==> config.mk <==
export PLATFORM = sky130hd
export DESIGN_NAME = stream_arbiter
export DESIGN_NICKNAME = d
export VERILOG_FILES = /design/src/rtl/stream_arbiter_pkg.sv /design/src/rtl/stream_fifo.sv /design/src/rtl/stream_arbiter.sv
export SDC_FILE = /design/constraint.sdc
export NUM_CORES = 1
export LEC_CHECK = 0
export BUFFER_PORTS_ARGS = -buffer_cell sky130_fd_sc_hd__buf_2
export CAP_MARGIN = 20
export CORE_MARGIN = 1
export CORE_UTILIZATION = 59
export DETAILED_ROUTE_END_ITERATION = 10
export PLACE_DENSITY_LB_ADDON = 0.3
export SKIP_CTS_REPAIR_TIMING = 1
export SYNTH_ARGS = -nofsm -noshare
export SYNTH_HDL_FRONTEND = slang
export SYNTH_SLANG_ARGS = --single-unit
==> constraint.sdc <==
create_clock -name clk -period 11.9 [get_ports clk]
set_input_delay 1.785 -clock clk [delete_from_list [all_inputs] [get_ports clk]]
set_output_delay 1.785 -clock clk [all_outputs]
set_load 0.01 [all_outputs]
==> src/rtl/stream_arbiter_pkg.sv <==
// Shared definitions for the stream arbiter: default sizes, arbitration
// mode encodings and a constant-foldable ceil(log2) helper.
package stream_arbiter_pkg;

  localparam int DEFAULT_CHANNELS = 4;
  localparam int DEFAULT_WIDTH    = 32;
  localparam int DEFAULT_DEPTH    = 8;

  localparam int MODE_RR   = 0;
  localparam int MODE_PRIO = 1;

  typedef enum logic [0:0] {
    ARB_RR   = 1'b0,
    ARB_PRIO = 1'b1
  } arb_mode_e;

  // Smallest r with (1 << r) >= value; returns 0 for value <= 1.
  function automatic int clog2(input int value);
    int result;
    result = 0;
    for (int i = 0; i < 31; i++) begin
      if ((1 << i) < value) begin
        result = i + 1;
      end else begin
        result = result;
      end
    end
    return result;
  endfunction

endpackage

==> src/rtl/stream_fifo.sv <==
// Synchronous FIFO holding accepted words (data plus source channel).
// Push is refused when full and pop is refused when empty, so a caller
// can never corrupt the occupancy count. Pointers wrap naturally because
// DEPTH is a power of two.
module stream_fifo
  import stream_arbiter_pkg::*;
#(
  parameter int WIDTH = DEFAULT_WIDTH,
  parameter int DEPTH = DEFAULT_DEPTH
) (
  input  logic                          clk,
  input  logic                          rst,
  input  logic                          push,
  input  logic                          pop,
  input  logic [WIDTH-1:0]              wdata,
  output logic [WIDTH-1:0]              rdata,
  output logic                          full,
  output logic                          empty,
  output logic [clog2(DEPTH+1)-1:0]     count
);

  localparam int AW   = clog2(DEPTH);
  localparam int CNTW = clog2(DEPTH + 1);

  logic [WIDTH-1:0] mem_q [DEPTH];
  logic [WIDTH-1:0] mem_d [DEPTH];
  logic [AW-1:0]    wr_ptr_q, wr_ptr_d;
  logic [AW-1:0]    rd_ptr_q, rd_ptr_d;
  logic [CNTW-1:0]  count_q, count_d;
  logic             full_s, empty_s, push_ok_s, pop_ok_s;

  // Next-state for storage, pointers and occupancy.
  always_comb begin
    full_s    = (count_q == CNTW'(DEPTH));
    empty_s   = (count_q == {CNTW{1'b0}});
    push_ok_s = push && !full_s;
    pop_ok_s  = pop && !empty_s;
    mem_d     = mem_q;
    if (push_ok_s) begin
      mem_d[wr_ptr_q] = wdata;
      wr_ptr_d        = wr_ptr_q + AW'(1'b1);
    end else begin
      wr_ptr_d = wr_ptr_q;
    end
    if (pop_ok_s) begin
      rd_ptr_d = rd_ptr_q + AW'(1'b1);
    end else begin
      rd_ptr_d = rd_ptr_q;
    end
    case ({push_ok_s, pop_ok_s})
      2'b10:   count_d = count_q + CNTW'(1'b1);
      2'b01:   count_d = count_q - CNTW'(1'b1);
      default: count_d = count_q;
    endcase
  end

  // State registers; reset discards every stored word.
  always_ff @(posedge clk or posedge rst) begin
    if (rst) begin
      for (int i = 0; i < DEPTH; i++) begin
        mem_q[i] <= {WIDTH{1'b0}};
      end
      wr_ptr_q <= {AW{1'b0}};
      rd_ptr_q <= {AW{1'b0}};
      count_q  <= {CNTW{1'b0}};
    end else begin
      mem_q    <= mem_d;
      wr_ptr_q <= wr_ptr_d;
      rd_ptr_q <= rd_ptr_d;
      count_q  <= count_d;
    end
  end

  assign rdata = mem_q[rd_ptr_q];
  assign full  = full_s;
  assign empty = empty_s;
  assign count = count_q;

endmodule

==> src/rtl/stream_arbiter.sv <==
// N-to-1 stream arbiter feeding an output FIFO, with a sticky exception
// aggregator. Grant is combinational; a word moves only on stb && ack.
module stream_arbiter
  import stream_arbiter_pkg::*;
#(
  parameter int CHANNELS = DEFAULT_CHANNELS,
  parameter int WIDTH    = DEFAULT_WIDTH,
  parameter int DEPTH    = DEFAULT_DEPTH,
  parameter int MODE     = MODE_RR
) (
  input  logic                          clk,
  input  logic                          rst,
  input  logic [CHANNELS*WIDTH-1:0]     input_in,
  input  logic [CHANNELS-1:0]           input_in_stb,
  output logic [CHANNELS-1:0]           input_in_ack,
  output logic [WIDTH-1:0]              output_out,
  output logic [clog2(CHANNELS)-1:0]    output_out_channel,
  output logic                          output_out_stb,
  input  logic                          output_out_ack,
  input  logic [CHANNELS-1:0]           exception_in,
  input  logic                          exception_clear,
  output logic                          exception,
  output logic [clog2(CHANNELS)-1:0]    exception_source
);

  localparam int        CHW      = clog2(CHANNELS);
  localparam int        FW       = WIDTH + CHW;
  localparam int        CNTW     = clog2(DEPTH + 1);
  localparam arb_mode_e ARB_MODE = (MODE == MODE_PRIO) ? ARB_PRIO : ARB_RR;

  logic [CHW-1:0]      last_granted_q, last_granted_d;
  logic                exception_q, exception_d;
  logic [CHW-1:0]      exception_source_q, exception_source_d;

  logic                grant_found_s;
  logic [CHW-1:0]      grant_idx_s;
  logic [CHANNELS-1:0] ack_s;
  logic                push_s;
  logic [WIDTH-1:0]    push_word_s;
  logic [FW-1:0]       fifo_rdata_s;
  logic                fifo_full_s, fifo_empty_s;
  logic [CNTW-1:0]     fifo_count_s;
  logic                out_valid_s, pop_s;
  logic [CHW-1:0]      exc_low_idx_s;

  // Pick the winning channel: rotating search after the last grant, or lowest index.
  always_comb begin
    int             idx_v;
    logic [CHW-1:0] cand_v;
    grant_found_s = 1'b0;
    grant_idx_s   = {CHW{1'b0}};
    idx_v         = 0;
    cand_v        = {CHW{1'b0}};
    for (int off = 0; off < CHANNELS; off++) begin
      if (ARB_MODE == ARB_RR) begin
        idx_v = (int'(last_granted_q) + off + 1) % CHANNELS;
      end else begin
        idx_v = off;
      end
      cand_v = CHW'(idx_v);
      if (!grant_found_s && input_in_stb[cand_v]) begin
        grant_found_s = 1'b1;
        grant_idx_s   = cand_v;
      end else begin
        grant_found_s = grant_found_s;
      end
    end
  end

  // Accept only when the FIFO has room; a same-cycle pop never frees a full FIFO.
  always_comb begin
    ack_s       = {CHANNELS{1'b0}};
    push_s      = 1'b0;
    push_word_s = {WIDTH{1'b0}};
    if (grant_found_s && !fifo_full_s && !rst) begin
      ack_s[grant_idx_s] = 1'b1;
      push_s             = 1'b1;
    end else begin
      push_s = 1'b0;
    end
    for (int c = 0; c < CHANNELS; c++) begin
      if (CHW'(c) == grant_idx_s) begin
        push_word_s = input_in[c*WIDTH +: WIDTH];
      end else begin
        push_word_s = push_word_s;
      end
    end
  end

  // Round-robin pointer advances only on a word actually taken.
  always_comb begin
    if (push_s && (ARB_MODE == ARB_RR)) begin
      last_granted_d = grant_idx_s;
    end else begin
      last_granted_d = last_granted_q;
    end
  end

  // Sticky exception: a new flag wins over clear; first source is latched.
  always_comb begin
    logic found_v;
    found_v       = 1'b0;
    exc_low_idx_s = {CHW{1'b0}};
    for (int c = 0; c < CHANNELS; c++) begin
      if (!found_v && exception_in[c]) begin
        found_v       = 1'b1;
        exc_low_idx_s = CHW'(c);
      end else begin
        found_v = found_v;
      end
    end
    if (|exception_in) begin
      exception_d = 1'b1;
      if (!exception_q) begin
        exception_source_d = exc_low_idx_s;
      end else begin
        exception_source_d = exception_source_q;
      end
    end else if (exception_clear) begin
      exception_d        = 1'b0;
      exception_source_d = {CHW{1'b0}};
    end else begin
      exception_d        = exception_q;
      exception_source_d = exception_source_q;
    end
  end

  // Control registers; reset points the rotation so channel 0 is searched first.
  always_ff @(posedge clk or posedge rst) begin
    if (rst) begin
      last_granted_q     <= CHW'(CHANNELS - 1);
      exception_q        <= 1'b0;
      exception_source_q <= {CHW{1'b0}};
    end else begin
      last_granted_q     <= last_granted_d;
      exception_q        <= exception_d;
      exception_source_q <= exception_source_d;
    end
  end

  stream_fifo #(
    .WIDTH (FW),
    .DEPTH (DEPTH)
  ) u_fifo (
    .clk   (clk),
    .rst   (rst),
    .push  (push_s),
    .pop   (pop_s),
    .wdata ({grant_idx_s, push_word_s}),
    .rdata (fifo_rdata_s),
    .full  (fifo_full_s),
    .empty (fifo_empty_s),
    .count (fifo_count_s)
  );

  assign out_valid_s        = (fifo_count_s != {CNTW{1'b0}}) && !rst;
  assign pop_s              = output_out_ack && !fifo_empty_s;
  assign input_in_ack       = ack_s;
  assign output_out_stb     = out_valid_s;
  assign output_out         = out_valid_s ? fifo_rdata_s[WIDTH-1:0] : {WIDTH{1'b0}};
  assign output_out_channel = out_valid_s ? fifo_rdata_s[FW-1:WIDTH] : {CHW{1'b0}};
  assign exception          = exception_q;
  assign exception_source   = exception_source_q;

endmodule

==> results.md <==
* Cell Area, Placed at 15400 µm²
* Cell with the most instances after synthesis: dfrtp_1
* Total GRT Usage at 29.4%
* EDFF count, synth at 0
* Delay of the slowest critical-path stage at 560 ps
* Via Count at 11200
* IO buf count at 181
* P_leak at 7.47 nW
* Xor/xnor share of the synthesized area at 0.545%
* Max cap viols at 0
* Synth Area per Inst at 10.5 µm²
* Skew final at 5.32 ps
* Overall power at 4.51 mW
* Critical Path AT at 3850 ps
* Worst Path Required at 10120 ps
* CTS root buf: clkbuf_16
* Post-synth top area share at 49.3%
* Top_reg_cell synth: dfrtp_1
* Vias in the first global route at 10800
* DPL Wire Length at 22.1 mm
* Clk_lat worst skew at 540 ps
* Largest net degree at the start of global routing at 142
* Commonest cells post-synth: dfrtp_1 (285), nand2_1 (280), o21ai_0 (206), clkbuf_1 (106), mux4_2 (68)
* Sequential area share after synthesis at 49.7%
* Yosys top cell by area: dfrtp_1
* Unrepaired setup endpoints after global routing: no
* GR Util met1 at 41.9%
* Status: finished clean
* Max-slew violations at 0
* Via density at 6.17
* Tcrit/Tclk final at 47.3%
* Delay-heaviest family, CP: buffers and inverters
* Final Net Count at 1626
* Crit path max fanout at 98
* Power Dens Cells at 276 nW/µm²
* CTS tree: done
* Busiest grt layer: met2
* Final WS setup at 6270 ps
* Final ANT Viol Nets at 0
* Routability cong. at 0.821
* Met2 Use GR at 48.6%
* Final core utilization at 68.8%
* Post-synthesis compound-gate area fraction at 20.9%
* Adder-cell share of the synthesized area at 0.433%
* Clock Sinks at 287
* Ys async rst share at 100%
* DIE AREA at 25100 µm²
* Leading post-synthesis cells by cell area: dfrtp_1 (49%), mux4_2 (11%), nand2_1 (7.3%), o21ai_0 (7.1%), o32ai_2 (3.6%)
* TNS Setup at 0 ps
* Slew of the pin with the lowest slew margin at 952 ps
* Syn Nets at 1527
* Antenna violations before repair at 0
* Mapped Area at 14500 µm²
* Maximum root-to-sink buffer count at 3
* Worst setup EP type: primary output
* IO Pins at 182
* Finished Cell Area at 16300 µm²
* Yosys reg bits at 287
* Pre-antenna DRT Iters at 5
* DRT iter0 DRCs at 706
* Setup WS pre-CTS at 6310 ps
* YS warnings at 0
* Row count at 56
* Simple-Gate Fraction of Synth Area at 11.1%
* Worst-path cell chain: buf_2 > mux2i_2 > buf_4 > o21a_2 > buf_4 > and2_1 > nor3_1 > buf_2
* Fin crit period at 5630 ps
* Fmax at 0.177 GHz
* Residual DRC at 0
* Worst Path Buf+Inv at 4
* Clock-pin slew on the worst setup and hold paths at 60 ps
* Die Width at 159 µm
* Synth Instances at 1382
* Main combinational cell family by area after synthesis: compound AO/OA/AOI/OAI gates
* Die height at 159 µm
* DR WL/cell at 19.4 µm
* TritonCTS buffer count at 29
* Overflow after GRT at 0
* Synthesis-to-layout area growth at 13.1%
* Synth cell types at 47
* Final Hold Viols at 0
* First-pass GRT wire length at 57.0 mm
* Hold crit path type: flip-flop to flip-flop
* Final Setup Violations at 0
* VDD IR max at 0.000183 V
* Slew HR at 36.5%
* Critical Path Source Type: primary input
* # H-tree levels at 1
* Initial core utilization at 60.9%
* Hold WS at 473 ps
* Met3 usage at 3.86%
* Antenna Cells at 0
* Share of cells above drive strength 1 at 24.8%
* Non-filler instance count after layout at 1819
* Crit Path Category: primary input to primary output
* Slowest CP cell: buf_4
* Final wirelength at 35.4 mm
* Multiplexer share of the synthesized area at 13.2%
* DP Cell Count at 1768
* Core Region at 23800 µm²
worst reg2reg max path, cell delays in order (launching register included):
cell      delay [ps]
dfstp_2          920
nand2b_1         270
a21oi_2           80
buf_4            240
or3_2            530
buf_4            330
o32ai_2          800
o21ai_0          230
flip-flops by register name (all words and copies together) (netlist names):
name / flops
u_fifo.mem_q: 272
u_fifo.count: 4
u_fifo.rd_ptr_q: 3
u_fifo.wr_ptr_q: 3
exception_source: 2
last_granted_q: 2
exception: 1
path summary, 6_finish.rpt:
path	endpoint	from	slack [ps]	depth (start not counted)
min in group asynchronous	u_fifo.wr_ptr_q[0]	rst	1480	2
hold reg to reg	u_fifo.mem_q[18]	u_fifo.mem_q[18]	470	2
setup reg to reg	u_fifo.mem_q[158]	last_granted_q[0]	8340	7
setup / recovery	input_in_ack[3]	input_in_stb[1]	6270	8
hold / removal	u_fifo.mem_q[18]	u_fifo.mem_q[18]	470	2
max in group asynchronous	u_fifo.mem_q[129]	rst	8050	4
final cells by class:
type	count	area [µm²]
fill	1741	7400
sequential	287	7190
multi-input combinational	953	6710
timing repair buffer	204	1100
clock buffer	41	821
tap	319	399
clock inverter	9	105
inverter	6	30.0
cells in the final DEF (no fill, tap or decap), types with 3 or more instances in the layout:
cell type  synthesis  layout
a21oi_1            6       5
buf_2              9     181
o211ai_1          32      32
nor2_1            41      40
clkinv_2           0       4
ha_1               5       5
buf_4              3      22
a21boi_0          65      65
clkbuf_8           0       5
nand2_1          280     280
nand4b_1           3       3
o32ai_1           32      32
nor4_1             3       3
o21ai_0          206     206
clkbuf_1         106       7
dfrtp_1          285     282
mux2i_1           34      34
o21ai_1           67      66
inv_1              5       4
and3_1            32      32
mux4_2            68      68
o21ai_2            4       4
nor3_1             8       8
o32ai_2           32      32
a211oi_1           3       3
xnor2_1            4       4
clkbuf_16          0      29
xor2_1             5       5
routing by layer:
metal / wire, µm / vias up
met3: 1990 / 47
met1: 15300 / 5567
met2: 17400 / 400
li1: - / 5211
met4: 614 / 0
met5: 0 / -
cell families (layout without fill, tap and decap cells):
| kind of cell | Yosys count | after routing |
|---|---|---|
| flops | 287 | 287 |
| buf+inv | 142 | 260 |
| simple gates | 382 | 382 |
| compound gates | 452 | 452 |
| fa+ha+maj | 5 | 5 |
| xor+xnor | 9 | 9 |
| mux | 105 | 105 |
where the power goes:
part | internal (mW) | switching (mW) | total, mW
Clock | 0.521 | 0.368 | 0.889
Combinational | 0.831 | 1.08 | 1.91
Sequential | 1.41 | 0.297 | 1.71
Total | 2.77 | 1.75 | 4.51
Power figures use the tool's default switching activity.
